## src/rtl/reg_trace_buf.sv

```systemverilog
// Register trace buffer: samples NCH channels periodically or on change,
// queues (channel, value, timestamp) records into a first-word-fall-through FIFO.
//
// Ports:
//   clk, rst          clock, synchronous active-high reset
//   en, mode, period  capture enable, 0=periodic/1=on-change, interval-1
//   ch_data           packed channel inputs, channel i at [i*DW +: DW]
//   rd_en             pop request
//   rd_valid, rd_ch, rd_data, rd_ts   head entry of the FIFO
//   count             FIFO occupancy
//   busy              capture engine not idle
//   overflow          sticky: some event was lost
//   drop_cnt          saturating count of lost events
module reg_trace_buf #(
    parameter int NCH   = 2,
    parameter int DW    = 32,
    parameter int DEPTH = 16,
    parameter int TSW   = 16,
    localparam int CHW  = (NCH > 1) ? $clog2(NCH) : 1,
    localparam int AW   = $clog2(DEPTH),
    localparam int CW   = AW + 1
) (
    input  logic              clk,
    input  logic              rst,
    input  logic              en,
    input  logic              mode,
    input  logic [7:0]        period,
    input  logic [NCH*DW-1:0] ch_data,
    input  logic              rd_en,
    output logic              rd_valid,
    output logic [CHW-1:0]    rd_ch,
    output logic [DW-1:0]     rd_data,
    output logic [TSW-1:0]    rd_ts,
    output logic [CW-1:0]     count,
    output logic              busy,
    output logic              overflow,
    output logic [15:0]       drop_cnt
);

    typedef enum logic [1:0] {IDLE, RUN, DRAIN} state_t;

    state_t           state, state_nx;
    logic [TSW-1:0]   ts;
    logic [8:0]       ivl;
    logic [NCH-1:0]   pend;
    logic [DW-1:0]    last_val [NCH];
    logic [DW-1:0]    pend_val [NCH];
    logic [TSW-1:0]   pend_ts  [NCH];

    logic [CHW-1:0]   mem_ch [DEPTH];
    logic [DW-1:0]    mem_d  [DEPTH];
    logic [TSW-1:0]   mem_ts [DEPTH];
    logic [CW-1:0]    wptr, rptr;

    logic             arm, run, active, fire;
    logic [NCH-1:0]   ev, clr, ovw;
    logic [CHW-1:0]   sel;
    logic             has_sel, full, pop, push, full_drop;
    logic [16:0]      ndrop, dsum;

    always_comb begin
        state_nx = state;
        unique case (state)
            IDLE:    if (en) state_nx = RUN;
            RUN:     if (!en) state_nx = DRAIN;
            DRAIN: begin
                if (en)               state_nx = RUN;
                else if (pend == '0)  state_nx = IDLE;
            end
            default: state_nx = IDLE;
        endcase
    end

    assign arm    = (state == IDLE) && en;
    assign run    = (state == RUN);
    assign active = (state != IDLE);
    assign busy   = active;
    // Down-counter reaches zero once per period+1 RUN cycles; the arm
    // snapshot occupies the first slot, so it is preloaded with period+1.
    assign fire   = run && !mode && (ivl == 9'd0);

    assign count    = wptr - rptr;
    assign rd_valid = (count != '0);
    assign full     = (count == CW'(DEPTH));
    assign pop      = rd_en && rd_valid;
    assign has_sel  = active && (pend != '0);
    assign push     = has_sel && (!full || pop);
    assign full_drop = has_sel && full && !pop;

    always_comb begin
        ev    = '0;
        clr   = '0;
        ovw   = '0;
        sel   = '0;
        ndrop = {16'd0, full_drop};
        for (int i = NCH - 1; i >= 0; i--) begin
            if (pend[i]) sel = CHW'(i);
        end
        for (int i = 0; i < NCH; i++) begin
            ev[i]  = arm || (run && (mode ? (ch_data[i*DW +: DW] != last_val[i])
                                          : fire));
            clr[i] = has_sel && (sel == CHW'(i));
            // A pending slot being pushed this edge is not lost.
            ovw[i] = ev[i] && pend[i] && !clr[i];
            ndrop  = ndrop + 17'(ovw[i]);
        end
        dsum = {1'b0, drop_cnt} + ndrop;
    end

    always_ff @(posedge clk) begin
        if (rst) begin
            state    <= IDLE;
            ts       <= '0;
            ivl      <= '0;
            pend     <= '0;
            wptr     <= '0;
            rptr     <= '0;
            overflow <= 1'b0;
            drop_cnt <= '0;
        end else begin
            state <= state_nx;
            if (arm)      ts <= '0;
            else if (run) ts <= ts + 1'b1;
            if (arm)
                ivl <= {1'b0, period} + 9'd1;
            else if (run)
                ivl <= (ivl == 9'd0) ? {1'b0, period} : ivl - 9'd1;
            for (int i = 0; i < NCH; i++) begin
                if (ev[i])       pend[i] <= 1'b1;
                else if (clr[i]) pend[i] <= 1'b0;
            end
            if (push) wptr <= wptr + 1'b1;
            if (pop)  rptr <= rptr + 1'b1;
            if (arm)
                overflow <= 1'b0;
            else if (full_drop || (ovw != '0))
                overflow <= 1'b1;
            drop_cnt <= dsum[16] ? 16'hFFFF : dsum[15:0];
        end
    end

    always_ff @(posedge clk) begin
        for (int i = 0; i < NCH; i++) begin
            if (ev[i]) begin
                pend_val[i] <= ch_data[i*DW +: DW];
                pend_ts[i]  <= arm ? '0 : ts;
            end
            if (arm || (run && mode))
                last_val[i] <= ch_data[i*DW +: DW];
        end
        if (push) begin
            mem_ch[wptr[AW-1:0]] <= sel;
            mem_d[wptr[AW-1:0]]  <= pend_val[sel];
            mem_ts[wptr[AW-1:0]] <= pend_ts[sel];
        end
    end

    assign rd_ch   = rd_valid ? mem_ch[rptr[AW-1:0]] : '0;
    assign rd_data = rd_valid ? mem_d[rptr[AW-1:0]]  : '0;
    assign rd_ts   = rd_valid ? mem_ts[rptr[AW-1:0]] : '0;

endmodule
```

## config.mk

```make
export PLATFORM = sky130hd
export DESIGN_NAME = reg_trace_buf
export DESIGN_NICKNAME = d
export VERILOG_FILES = /design/src/rtl/reg_trace_buf.sv
export SDC_FILE = /design/constraint.sdc
export NUM_CORES = 1
export LEC_CHECK = 0
export CAP_MARGIN = 40
export CORE_MARGIN = 4
export CORE_UTILIZATION = 45
export CTS_CLUSTER_DIAMETER = 40
export DETAILED_ROUTE_END_ITERATION = 10
export HOLD_SLACK_MARGIN = 0.12
export SLEW_MARGIN = 20
export SYNTH_ARGS = -nofsm -noshare
export SYNTH_HDL_FRONTEND = slang
export SYNTH_SLANG_ARGS = --single-unit
```

## constraint.sdc

```tcl
create_clock -name clk -period 12 [get_ports clk]
set_input_delay 2.4 -clock clk [delete_from_list [all_inputs] [get_ports clk]]
set_output_delay 2.4 -clock clk [all_outputs]
set_load 0.02 [all_outputs]
```

### Word-level counts from Yosys, hierarchy flattened

Memory sizes are Yosys's and may differ from the RTL's. A register that Yosys moved wholly into a read port is not among the register bits.
Index checks and enable logic that the tools add are counted.

| operators by class | value |
|---|---|
| eq/ne operators | 8 |
| bitwise operators | 1 |
| multiplexer cells | 35 |
| reduce and logical (&&, ||, !) cells | 39 |
| $add $sub $neg | 9 |

Operators with widths:

| kind | count |
|---|---|
| $ne 32x32->1 | 2 |
| $mux 16 | 3 |
| $mux 32 | 1 |
| $mux 9 | 3 |
| $mux 4 | 6 |
| $add 16x3->17 | 1 |
| $logic_and 1x1->1 | 17 |
| $mux 1 | 17 |
| $add 16x1->16 const B | 1 |
| $reduce_bool 2->1 | 6 |
| $add 5x1->5 const B | 2 |
| $add 8x1->9 const B | 1 |
| $logic_not 9->1 | 1 |
| $sub 9x1->9 const B | 1 |
| $mux 2 | 4 |
| $pmux 2 s3 | 1 |
| $eq 5x5->1 const B | 1 |
| $logic_not 1->1 | 5 |
| $logic_or 1x1->1 | 5 |
| $reduce_bool 5->1 | 1 |
| $sub 5x5->5 | 1 |
| $logic_not 2->1 | 2 |
| $ne 2x2->1 const B | 2 |
| $add 2x1->3 | 1 |
| 7 further kinds | 7 |

| word-level totals | value |
|---|---|
| input bits | 77 |
| output and inout bits | 73 |
| memories kept | 6 |
| bits in registers | 56 |
| memory bits (writable) | 944 |
| word-level logic and storage cells | 107 |

Memory list:

| name | words | bits a word | read ports | clocked after Yosys merged registers in | write ports | RTL line | text |
|---|---|---|---|---|---|---|---|
| mem_d | 16 | 32 | 1 | 1 | 1 | 51 | `logic [DW-1:0] mem_d [DEPTH];` |
| mem_ts | 16 | 16 | 1 | 1 | 1 | 52 | `logic [TSW-1:0] mem_ts [DEPTH];` |
| last_val | 2 | 32 | 2 | 0 | 2 | 46 | `logic [DW-1:0] last_val [NCH];` |
| pend_val | 2 | 32 | 1 | 0 | 2 | 47 | `logic [DW-1:0] pend_val [NCH];` |
| pend_ts | 2 | 16 | 1 | 0 | 2 | 48 | `logic [TSW-1:0] pend_ts [NCH];` |
| mem_ch | 16 | 1 | 1 | 1 | 1 | 50 | `logic [CHW-1:0] mem_ch [DEPTH];` |

### Logic depth before layout (Yosys ltp)

Gate-level depths: netlist (run 1).

| depth | value |
|---|---|
| word-level depth | 12 |
| mapped depth | 20 |

### Least setup slack after synthesis (run 1)

Ideal clock, no wire load.

| timing path | value |
|---|---|
| kind | input-to-reg |
| from | input port rd_en |
| to | memory mem_ch[0] (netlist bit), enable pin |
| arrival time | 6.305 ns |
| stages | 4 |
| required time | 11.484 ns |
| slack | 5.179 ns |
| setup time | 0.516 ns |
| buffers on the path | 1 |
| cells stage by stage | o41a_1 > clkbuf_1 > nand2_1 > nor3_1 |

| between the ends | value |
|---|---|
| cells in the longest elaborated chain, start to end | 5 |

Ends and longest elaborated chain:

| what | RTL line | text |
|---|---|---|
| from (decl) | 29 | `input logic rd_en,` |
| $logic_and 1x1->1 | 85 | `assign pop = rd_en && rd_valid;` |
| $logic_or 1x1->1 | 87 | `assign push = has_sel && (!full \|\| pop);` |
| $logic_and 1x1->1 | 87 |  |
| $mux 1 | 151 | `if (push) begin` |
| $mux 1 (implied by the code) | 152 | `mem_ch[wptr[AW-1:0]] <= sel;` |
| to (decl) | 50 |  |

Every way passes these cells.

### Worst setup path in the final report (run 1)

| timing path | value |
|---|---|
| from | register wptr[0] |
| to | output port rd_data[15] |

| between the ends | value |
|---|---|
| cells in the longest elaborated chain, start to end | 3 |

Ends and longest elaborated chain:

| what | RTL line | text |
|---|---|---|
| from (decl) | 53 | `logic [CW-1:0] wptr, rptr;` |
| from (signal assigned) | 132 | `if (push) wptr <= wptr + 1'b1;` |
| $sub 5x5->5 | 82 | `assign count = wptr - rptr;` |
| $reduce_bool 5->1 | 83 | `assign rd_valid = (count != '0);` |
| $mux 32 | 159 | `assign rd_data = rd_valid ? mem_d[rptr[AW-1:0]] : '0;` |
| to (decl) | 32 | `output logic [DW-1:0] rd_data,` |

Every way passes these cells.

==> results of run 1 <==
-- stage by stage --
stage,hold slack (ps),cell area (µm²),instances
after floorplan,461.8,39130,1860
after global placement,479.1,42060,3106
after detailed placement,493.5,42310,3118
after CTS,500.5,46740,3350
after global routing,532.1,46800,3353
final,498.9,46810,3356
-- worst max-delay path by stage --
stage / to / from / cells past startpoint
after floorplan: mem_ch[0] / rd_en / 4
after global placement: drop_cnt[0] / ch_data[52] / 13
after detailed placement: drop_cnt[11] / ch_data[58] / 14
after CTS: rd_data[15] / wptr[0] / 11
after global routing: rd_data[15] / wptr[0] / 11
final: rd_data[15] / wptr[0] / 11
-- final cells by class --
cell class / count / area share
antenna: 3 / 0.0001604
clock buffer: 152 / 0.07398
clock inverter: 80 / 0.02053
inverter: 20 / 0.001604
multi-input combinational: 755 / 0.1970
sequential: 1004 / 0.6315
tap: 1144 / 0.03058
timing repair buffer: 198 / 0.04469
-- Yosys cell counts, types with 22 or more instances --
library cell               instances  area [µm²]
sky130_fd_sc_hd__mux2_2           50       563.0
sky130_fd_sc_hd__dfxtp_1          60        1201
sky130_fd_sc_hd__mux4_2          245        5518
sky130_fd_sc_hd__nor2b_1          71       444.2
sky130_fd_sc_hd__buf_2            23       115.1
sky130_fd_sc_hd__a21oi_1          35       175.2
sky130_fd_sc_hd__nor2_1           46       172.7
sky130_fd_sc_hd__nor4_1           22       137.6
sky130_fd_sc_hd__edfxtp_1        944       28350
sky130_fd_sc_hd__clkbuf_1         49       183.9
sky130_fd_sc_hd__nand2_1          39       146.4
sky130_fd_sc_hd__xor2_1           83       727.0
-- flip-flops by register name (all words and copies together) (netlist names), named ones only --
name	cells
mem_d	512
mem_ts	256
last_val	64
pend_val	64
pend_ts	32
drop_cnt	16
mem_ch	16
ts	16
ivl	9
rptr	5
wptr	5
pend	2
state	2
overflow	1
-- kinds of logic (layout without fill, tap and decap cells) --
family | Yosys count | after routing | share of synthesized area
flops | 1004 | 1004 | 0.7551
compound gates | 70 | 70 | 0.01132
simple gates | 270 | 270 | 0.03776
fa+ha+maj | 18 | 18 | 0.006331
xor+xnor | 99 | 99 | 0.02216
mux | 298 | 298 | 0.1562
other cells | 0 | 3 | 0
buf+inv | 101 | 450 | 0.01119
-- metal layers --
layer / track usage / vias up
li1: - / 8151
met5: 0 / -
met3: 0.04179 / 116
met4: 0.05273 / 4
met1: 0.2869 / 10190
met2: 0.3275 / 593
-- power breakdown --
group          internal (W)  total (W)  leakage, nW  switching, W
clock               0.00246    0.00391         2.14       0.00145
combinational       0.00101    0.00208         3.67       0.00107
sequential          0.00398    0.00403         9.13     0.0000540
-- worst register-to-register path, cell delays in order (launching register included) --
cell                      delay [ps]
sky130_fd_sc_hd__dfxtp_1         350
sky130_fd_sc_hd__inv_1           150
sky130_fd_sc_hd__ha_1            190
sky130_fd_sc_hd__inv_1            50
sky130_fd_sc_hd__fa_1            410
sky130_fd_sc_hd__xor2_1          220
sky130_fd_sc_hd__or3_1           380
sky130_fd_sc_hd__nor4_1          350
sky130_fd_sc_hd__nand2_1         180
sky130_fd_sc_hd__fa_1            540
sky130_fd_sc_hd__inv_1            40
sky130_fd_sc_hd__ha_1            200
sky130_fd_sc_hd__fa_1            440
sky130_fd_sc_hd__and3_1          200
sky130_fd_sc_hd__and3_1          210
sky130_fd_sc_hd__nand2_1          80
sky130_fd_sc_hd__or3_1           410
sky130_fd_sc_hd__a21oi_1         140
==> out/summary.md, run 1 <==
The clock slew seen by the registers of the worst setup and hold paths came out at 50 ps. The via total after detailed routing was 19060; the first-iteration detailed-routing DRC count was 1800. The worst path required time came out at 9600 ps. The logs give 0 for the number of pins with negative max-slew slack in the final report and 0 for the number of gates resized after CTS.

Of all nets on the critical path, the largest fanout is 29. The number of global-route vias before repair is 19950. The register-to-register setup slack is 7330 ps, and the total of buffers placed on input and output ports is 149. For this design, the slowest cell found on the critical path is sky130_fd_sc_hd__clkdlybuf4s50_1. The worst register-to-register path begins at wptr[0]. STA classifies the critical path endpoint as an output port. Detailed routing placed a total of 44630 µm of wire on met2. The part of the cycle the worst path needs was 0.5400. The HPWL after detailed placement is 50190 µm.

OpenSTA, run right after detailed placement, puts the worst setup slack at 5654 ps. The die boundary width was 302.9 µm; the number of warnings issued by yosys was 0. In the final layout, the multi-input gates occupy 9221 µm².

The number of buffer and inverter stages on the critical path was 5. TritonCTS built the clock tree. The logs give 0.1742 mV for the highest ir drop seen on vdd and 0.2032 for the global-route usage over all layers. Across the routed clock network, the largest skew measured is 34.15 ps. Among cell families on the critical path, the largest total delay comes from buffers and inverters. The I/O pin count is 150, and the relative slew slack is 0.3425. Largest net degree at the start of global routing: 143. At the end of the flow, the number of nets in the layout was 2205. The floorplan step defined a die boundary enclosing 91750 µm². The final number of hold-violating endpoints was 0. The top cell types in the final layout, fill and taps aside, are sky130_fd_sc_hd__edfxtp_1 (944), sky130_fd_sc_hd__mux4_2 (245), sky130_fd_sc_hd__clkdlybuf4s50_1 (149), sky130_fd_sc_hd__clkbuf_16 (136), sky130_fd_sc_hd__xor2_1 (83).

The per-cell routed wire length was 27.15 µm. For this block, the routed nets add up to 91110 µm of wire. Root buffer selected by CTS: sky130_fd_sc_hd__clkbuf_16.

In the synthesized netlist, the number of instances is 1860. The first global-routing pass estimated 134500 µm of wire. STA classifies the critical path startpoint as a flip-flop. Data on the critical path arrives at its endpoint at 4080 ps. After layout, the design draws a total of 0.01002 W. For this run, the slowest stage of the critical path takes 710 ps.

Routability-driven placement finished with a final weighted congestion of 0.7774. The share of synthesized flip-flops with an asynchronous set or reset came out at 0. The count of nets left with antenna violations once routing finished came out at 0.

Based on the critical path, the design can be clocked at up to 154.3 MHz. The synthesized netlist contains 59 unique library cells. Setup slack closes at 5520 ps. After clock tree synthesis, the setup repair step added 0 buffers. Dividing total power by cell area gives a power density of 214.1 nW/µm². Setup violations remaining at the end of the flow were counted as 0. For the worst-skew pair later-pin latency, the log shows 710 ps. For the number of antenna violations at the first check in global routing, the log shows 5.

The number of nets handed over by synthesis was 1955. The signal on the critical path passes through inv_1, ha_1, inv_1, fa_1, xor2_1, nand4b_1, a211oi_4, buf_4, buf_12, nor2b_1, clkdlybuf4s50_1. The tools report the post-synthesis cell area as 39130 µm². The most frequent cell on the critical path is sky130_fd_sc_hd__inv_1.

The worst hold path stage count works out to 2. The sum of met3 wire segment lengths after detailed routing is 5452 µm, and the area growth from synthesis to layout is 19.62%. The worst min-delay path category is flip-flop to flip-flop.

The final routed DRC violation total was 0. The final standard cell utilization of the core was 0.5463. In this run, synthesis produced a sequential element count of 1004. Buffers inserted to repair hold after CTS numbered 0. Fraction of layout instances using a drive strength above 1: 0.2603.

The die is 302.9 µm tall. The depth of the worst register-to-register path is 17. The most used flip-flop cell after synthesis was sky130_fd_sc_hd__edfxtp_1. Worst hold path endpoint: rptr[4]. The number of enable flip-flop cells after synthesis was 944.

For the initial core utilization, the log shows 0.4567. The final critical path time including I/O delays and setup is 6480 ps. Setup repair after global routing left no endpoint under its margin. The library cell used most frequently in the layout, excluding fill and tap cells, is sky130_fd_sc_hd__edfxtp_1. For the proportion of synthesized chip area in sequential cells, the log shows 0.7551.

Cell row count: 107. The maximum buffer depth of the clock tree is 3, and the total number of H-tree levels is 4. The classification of the worst setup path is flip-flop to output port. Fill cells in the final layout number 6526.

For the number of clock buffers inserted by TritonCTS, the log shows 131. The uppermost signal routing layer after detailed routing was met5. After detailed routing, the number of vias per cell comes to 5.678. The core region is 85680 µm². The first detailed-routing pass ran for 5 iterations. The average cell area after synthesis was 21.04 µm². The endpoint identified for the worst register-to-register timing path is drop_cnt[11]. Adding up every negative setup slack in the final design gives 0 ps. The measured slew at the worst slew-check pin works out to 986.3 ps. Global routing finished with a remaining overflow of 0.

The area occupied by registers came out at 29560 µm². The run finished with clean final reports. Number of max-cap violations: 0.

The static leakage power was 14.94 nW; the TritonCTS sink count was 1004. In this run the most critical hold path is launched from rptr[4]. The tools report the routed metal-1 wire length as 39410 µm.
Power figures use the tool's default switching activity.
==> run 2, diff against run 1 <==
==> constraint.sdc (replaced) <==
create_clock -name clk -period 6.6 [get_ports clk]
set_input_delay 1.32 -clock clk [delete_from_list [all_inputs] [get_ports clk]]
set_output_delay 1.32 -clock clk [all_outputs]
set_load 0.02 [all_outputs]
==> run 2 against run 1 <==
Against the previous run:
- the run now ends with antenna violations left
- routed wire length grew 0.29%
- highest routed layer unchanged
- global-route usage about the same
- via count is 0.88% higher
- clock-buffer cell count decreased by 3
- critical path type unchanged
- worst hold slack got worse by 11 ps
==> out/summary.md, run 2 (synthesis gave the netlist of run 1 again) <==
The worst hold path terminates at overflow. The worst min-delay path category was flip-flop to flip-flop. For the initial core utilization, the log shows 0.4567 (unchanged). The classification of the worst setup path is flip-flop to output port. Height of the die: 302.9 µm (unchanged).

The logs give 0 (unchanged) for the aggregate global routing overflow and 39160 µm (-0.63%) for the routed metal-1 wire length. In the layout the commonest cells are sky130_fd_sc_hd__edfxtp_1 (944), sky130_fd_sc_hd__mux4_2 (245), sky130_fd_sc_hd__clkdlybuf4s50_1 (149), sky130_fd_sc_hd__clkbuf_16 (134), sky130_fd_sc_hd__xor2_1 (83). The run gives 0.2090 mV (+20%) as the highest ir drop seen on vdd. The final routed DRC violation total was 0 (unchanged); the per-cell routed wire length was 27.03 µm (-0.45%).

The total of buffers placed on input and output ports was 149 (unchanged); the number of clock buffers inserted by TritonCTS was 130 (-0.76%). The final standard cell count with taps included and fillers excluded came out at 3381 (+0.74%). The flow ran to the end, but the final reports show violations.

The run gives 5668 µm (+4.0%) as the sum of met3 wire segment lengths after detailed routing. The final-layout setup total negative slack is 0 ps (unchanged), and the wire length of the first global-routing pass is 134600 µm (+0.10%). The count of TritonRoute iterations in the first routing pass is 5 (unchanged), and the area growth from synthesis to layout is 19.97%. The number of cells after detailed placement came out at 3133 (+0.48%). Based on the critical path, the design can be clocked at up to 183.1 MHz.

The per-cell via count in the routed design works out to 5.686 (+0.13%). The part of the cycle the worst path needs works out to 0.8276. Critical-path maximum fanout: 14 (-52%). The tools report the total number of H-tree levels as 4 (unchanged). The post-place setup slack is 1542 ps (-4113 ps), and the number of hold-repair buffers added at the cts stage is 0 (unchanged).

The measured slew at the worst slew-check pin is 817.4 ps (-168.9 ps). The highest metal layer carrying signal wires in the routed design is met5. Area of the core region: 85680 µm² (unchanged). The sum of met2 wire segment lengths after detailed routing was 45020 µm (+0.87%); the flip-flop count of the largest register, all copies and words added was 512 (unchanged). STA classifies the critical path endpoint as an output port. The depth of the worst register-to-register path was 16 (-1); the first-iteration detailed-routing DRC count was 1723 (-4.3%).

TritonCTS built the clock tree. The tools report the via total after detailed routing as 19220 (+0.88%). The run gives 150 (unchanged) as the I/O pin count. The endpoint of the most critical register-to-register path is drop_cnt[0]. The total setup buffers inserted after CTS is 0 (unchanged).

The maximum buffer depth of the clock tree was 3 (unchanged). The count of nets left with antenna violations after detail routing is 1 (+1). The tools report the worst path required time as 5280 ps (-4320 ps). Commonest non-fill, non-tap cell in the layout: sky130_fd_sc_hd__edfxtp_1. The number of failing setup endpoints in the final timing report is 0 (unchanged).

The final estimated routing congestion in global placement is 0.7618 (-2.0%). The final reports fail on antenna violations. The final critical path time including I/O delays and setup works out to 5462 ps. The tools report the TritonCTS sink count as 1004 (unchanged). The origin of the worst min-delay path is overflow. The final number of hold-violating endpoints was 0 (unchanged). The relative slew slack is 0.4509 (+0.1084), and the global-route usage over all layers is 0.2037 (+0.0004755). The cell row count was 107 (unchanged). The tools report the root buffer selected by CTS as sky130_fd_sc_hd__clkbuf_16.

The number of pins with negative max-slew slack in the final report was 0 (unchanged). The net count of the finished layout is 2217 (+0.54%). Worst-case clock skew: 24.93 ps (-9.225 ps). For the HPWL reported at the end of detailed placement, the log shows 53260 µm (+6.1%). The final worst-path setup slack is 1138 ps (-4382 ps), and the worst hold path stage count is 2 (unchanged). The register-to-register setup slack came out at 1940 ps (-5390 ps). Die boundary width: 302.9 µm (unchanged). For the worst-skew pair later-pin latency, the log shows 710 ps (about the same).

Setup repair after global routing left no endpoint under its margin. The startpoint identified for the worst register-to-register timing path is wptr[0]. The power per standard cell area works out to 388.2 nW/µm² (+81%). The number of antenna violations at the first check in global routing was 4 (-1); the number of global-route vias before repair was 20140 (+0.95%).

For the number of gates resized after CTS, the log shows 0 (unchanged). The number of max-cap violations came out at 0 (unchanged). The tools report the nature of the critical path startpoint as a flip-flop. For the routed wire length, the log shows 91380 µm (+0.29%). The clock slew seen by the registers of the worst setup and hold paths is 50 ps (about the same), and the critical path arrival is 4140 ps (+60 ps). Fraction of layout instances using a drive strength above 1: 0.2670 (+0.006726). The tools report the static leakage power as 15.03 nW (+0.56%).

The total power was 0.01823 W (+82%); the full die area was 91750 µm² (unchanged). Largest net degree at the start of global routing: 78 (-45%). For the final hold slack, the log shows 487.7 ps (-11.19 ps).
## run 2: final cells by class
type,count,area (µm²)
fillers,6480,38730
flip-flops and latches,1004,29560
multi-input cells,755,9221
clock buffers,149,3430
repair buffers,211,2245
well taps,1144,1431
clock inverters,93,974.7
inverters,20,75.07
diodes,5,12.51
## run 2: critical path, cell delays in order (launching register included)
cell                              delay [ps]
sky130_fd_sc_hd__dfxtp_1                 390
sky130_fd_sc_hd__inv_1                   110
sky130_fd_sc_hd__ha_1                    230
sky130_fd_sc_hd__inv_1                    70
sky130_fd_sc_hd__fa_1                    460
sky130_fd_sc_hd__nand3b_1                180
sky130_fd_sc_hd__a211o_1                 270
sky130_fd_sc_hd__a211oi_4                600
sky130_fd_sc_hd__buf_8                   240
sky130_fd_sc_hd__buf_4                   240
sky130_fd_sc_hd__nor2b_1                  80
sky130_fd_sc_hd__clkdlybuf4s50_1         540
## run 2: how the worst max path moves through the flow
stage	slack, ps	startpoint	end	depth (start not counted)
after floorplan	480	wptr[0]	mem_ch[0]	10
after global placement	1110	ch_data[55]	drop_cnt[0]	14
after CTS	1070	wptr[0]	rd_data[1]	11
after detailed placement	1540	ch_data[34]	drop_cnt[6]	14
final	1140	wptr[0]	rd_data[6]	11
after global routing	960	wptr[0]	rd_data[1]	11
## run 2: power breakdown
group          internal (W)  total, W  switching [W]
registers           0.00723   0.00736       0.000131
logic               0.00188   0.00381        0.00193
clock network       0.00436   0.00706        0.00270
total                0.0135    0.0182        0.00476
## run 2: per-stage QoR
| stage | utilization | instance area (µm²) |
|---|---|---|
| after floorplan | - | 39130 |
| after global placement | 0.4929 | 42230 |
| after detailed placement | 0.4962 | 42510 |
| after CTS | 0.5476 | 46920 |
| after global routing | 0.5478 | 46940 |
| final | 0.5480 | 46950 |
## run 2: metal layers
metal	track usage	up-vias
li1	-	8183
met1	0.2848	10280
met2	0.3320	636
met3	0.04386	122
met4	0.04845	2
met5	0	-
==> run 3, diff against run 2 <==
==> constraint.sdc (replaced) <==
create_clock -name clk -period 5.31 [get_ports clk]
set_input_delay 1.062 -clock clk [delete_from_list [all_inputs] [get_ports clk]]
set_output_delay 1.062 -clock clk [all_outputs]
set_load 0.02 [all_outputs]
==> run 3 against run 2 <==
Against the previous run:
- final area increased by 0.19%
- clock-buffer cell count increased by 2
- total power increased by 24%
- die area unchanged
- cell count decreased by 0.24%
- sequential power increased by 24%
- via count about the same
- the run now ends clean
- clock skew increased by 3.1 ps
- worst hold slack improved by 15 ps
- flip-flop and latch count unchanged
- critical path depth decreased by 1
- clock power increased by 24%
- critical path type unchanged
==> out/summary.md, run 3 (synthesis gave the netlist of run 1 again) <==
The final hold slack was 503.0 ps (+15.30 ps); the area of the core region was 85680 µm² (unchanged). For the worst-skew pair later-pin latency, the log shows 700 ps (about the same). Clock tree synthesis selected as its root buffer the cell sky130_fd_sc_hd__clkbuf_16. The static leakage power was 14.98 nW (-0.27%); the top achievable clock speed was 203.7 MHz. Fraction of layout instances using a drive strength above 1: 0.2669 (about the same). The tightest min-delay check is of the flip-flop to flip-flop type. Setup repair after global routing left no endpoint under its margin. Critical path arrival: 3850 ps (-290 ps).

The critical path is of the flip-flop to output port type. The switching power share of the total is 0.2629 (+0.001768). The run gives 150 (unchanged) as the I/O pin count. The per-cell via count in the routed design came out at 5.698 (+0.22%).

Critical-path maximum fanout: 56 (+42). The routed wire length came out at 91370 µm (about the same). The worst setup path is launched from a flip-flop.

The via total after detailed routing is 19220 (-0.021%). The maximum buffer depth of the clock tree is 3 (unchanged), and the power per standard cell area is 479.1 nW/µm² (+23%). The most numerous cell type found on the critical path is sky130_fd_sc_hd__inv_1. The number of antenna violations at the first check in global routing was 2 (-2); the cell row count was 107 (unchanged). The switching power of the nets is 0.005925 W (+24%). The tools report the count of inserted antenna diode cells as 0 (-5). The total of buffers placed on input and output ports came out at 149 (unchanged).

The run gives 130 (unchanged) as the number of clock buffers inserted by TritonCTS. Number of max-cap violations: 0 (unchanged). The highest ir drop seen on vdd was 0.3470 mV (+66%); the die boundary width was 302.9 µm (unchanged).

Compared with the post-synthesis result, the final layout area differs by 20.20%. The full die area was 91750 µm² (unchanged). The power share of the combinational group was 0.207 (-0.002).

The clock period could shrink to 4908 ps. The flip-flop count of the largest register, all copies and words added is 512 (unchanged), and the filler cell count in the final layout is 6515 (+0.54%). The logs give 5 (unchanged) for the count of TritonRoute iterations in the first routing pass and 0.7610 (-0.11%) for the final estimated routing congestion in global placement. The clock slew seen by the registers of the worst setup and hold paths is 60 ps (about the same). The first-iteration detailed-routing DRC count is 1845 (+7.1%), and the initial core utilization is 0.4567 (unchanged). The global-route usage over all layers is 0.2024 (-0.001249). The net count of the finished layout is 2219 (+0.090%), and the number of pins with negative max-slew slack in the final report is 0 (unchanged). The final standard cell utilization of the core was 0.5490 (+0.001036); the wire length of the first global-routing pass was 134300 µm (-0.21%).

The part of the cycle the worst path needs came out at 0.9243. For the worst path required time, the log shows 4250 ps (-1030 ps). The HPWL reported at the end of detailed placement came out at 50360 µm (-5.4%).

The run gives 0 (unchanged) as the total setup buffers inserted after CTS. The tools report the total power as 0.02254 W (+24%). The run gives 0 (unchanged) as the final routed DRC violation total. For the final number of hold-violating endpoints, the log shows 0 (unchanged).

The count of nets left with antenna violations after detail routing came out at 0 (-1). The critical path's slowest cell is sky130_fd_sc_hd__clkdlybuf4s50_1. The worst-case clock skew came out at 28.05 ps (+3.124 ps). The signal on the critical path passes through inv_1, ha_1, inv_1, fa_1, nand3b_1, a211o_1, a211oi_4, buf_12, nor2b_1, clkdlybuf4s50_1.

The number of hold-repair buffers added at the cts stage is 0 (unchanged), and the measured slew at the worst slew-check pin is 880.6 ps (+63.18 ps). The library cells used most frequently in the layout, excluding fill and tap cells, are sky130_fd_sc_hd__edfxtp_1 (944), sky130_fd_sc_hd__mux4_2 (245), sky130_fd_sc_hd__clkdlybuf4s50_1 (149), sky130_fd_sc_hd__clkbuf_16 (136), sky130_fd_sc_hd__xor2_1 (83). The register-to-register setup slack is 810 ps (-1130 ps). Largest stage delay on the critical path: 580 ps (-20 ps).

The number of global-route vias before repair came out at 20180 (+0.19%). The worst setup path is captured at an output port. For the number of failing setup endpoints in the final timing report, the log shows 0 (unchanged).

Leaving out fill and tap cells, the most frequent cell in the layout is sky130_fd_sc_hd__edfxtp_1. The height of the die came out at 302.9 µm (unchanged). The relative slew slack came out at 0.4076 (-0.04334).

The per-cell routed wire length was 27.09 µm (+0.23%); the aggregate global routing overflow was 0 (unchanged). The run finished with clean final reports. The largest net degree at the start of global routing came out at 75 (-3.8%). TritonCTS built the clock tree. The number of gates resized after CTS came out at 0 (unchanged).

The share of total power in sequential cells was 0.406 (+0.002). The cell internal power dissipation came out at 0.01661 W (+23%). The total number of H-tree levels was 4 (unchanged); the TritonCTS sink count was 1004 (unchanged). The clock share of power came out at 0.387 (about the same).
## run 3: cell count changes in the layout (fill, tap and decap cells not counted), sizes merged
cell / previous run / this run
inv: 36 / 41
buf: 61 / 64
clkbuf: 149 / 151
clkinvlp: 7 / 14
diode: 5 / 0
clkdlybuf4s18: 1 / 0
clkinv: 55 / 39
bufinv: 15 / 12
## run 3: layout make-up
cell class / count / area (µm²) / share of cell area
clock inverters: 86 / 923.4 / 0.01963
multi-input cells: 755 / 9246 / 0.1966
repair buffers: 213 / 2340 / 0.04974
well taps: 1144 / 1431 / 0.03043
flip-flops and latches: 1004 / 29560 / 0.6285
inverters: 20 / 75.07 / 0.001596
clock buffers: 151 / 3460 / 0.07355
## run 3: layer usage
layer | up-vias | part of all wire | global-route usage
met2 | 638 | 0.48 | 0.3212
met1 | 10270 | 0.44 | 0.2918
li1 | 8195 | - | -
met3 | 117 | 0.063 | 0.03986
met4 | 2 | 0.017 | 0.05239
met5 | - | 0.00014 | 0
## run 3: path summary, 6_finish.rpt
kind | end | from | depth (start not counted)
setup reg to reg | drop_cnt[0] | wptr[0] | 18
hold / removal | rptr[4] | rptr[4] | 2
setup / recovery | rd_data[6] | wptr[0] | 10
hold reg to reg | rptr[4] | rptr[4] | 2
## run 3: power groups by stage
stage | Sequential [W] | Combinational, W | Clock, W
after global placement | 0.00931 | 0.00472 | 0
after detailed placement | 0.00932 | 0.00478 | 0
after global routing | 0.00917 | 0.00500 | 0.00923
final | 0.00915 | 0.00466 | 0.00872
after floorplan | 0.00920 | 0.00309 | 0
after CTS | 0.00916 | 0.00479 | 0.00888
## run 3: worst max-delay path, delay by kind of cell (launching register included)
family	cells	cell delay, ps
flops	1	400
compound gates	2	520
simple gates	2	370
fa+ha+maj	2	710
buf+inv	4	1100
## run 3: metrics by stage
step / cells / TNS, ps / cell area [µm²] / setup WS [ps]
after floorplan: 1860 / 0 / 39150 / 686.8
final: 3373 / 0 / 47040 / 401.8
after global routing: 3373 / 0 / 47040 / 188.6
after global placement: 3130 / -1911 / 42540 / -129.9
after detailed placement: 3135 / -1461 / 42640 / -108.8
after CTS: 3372 / 0 / 47020 / 308.8
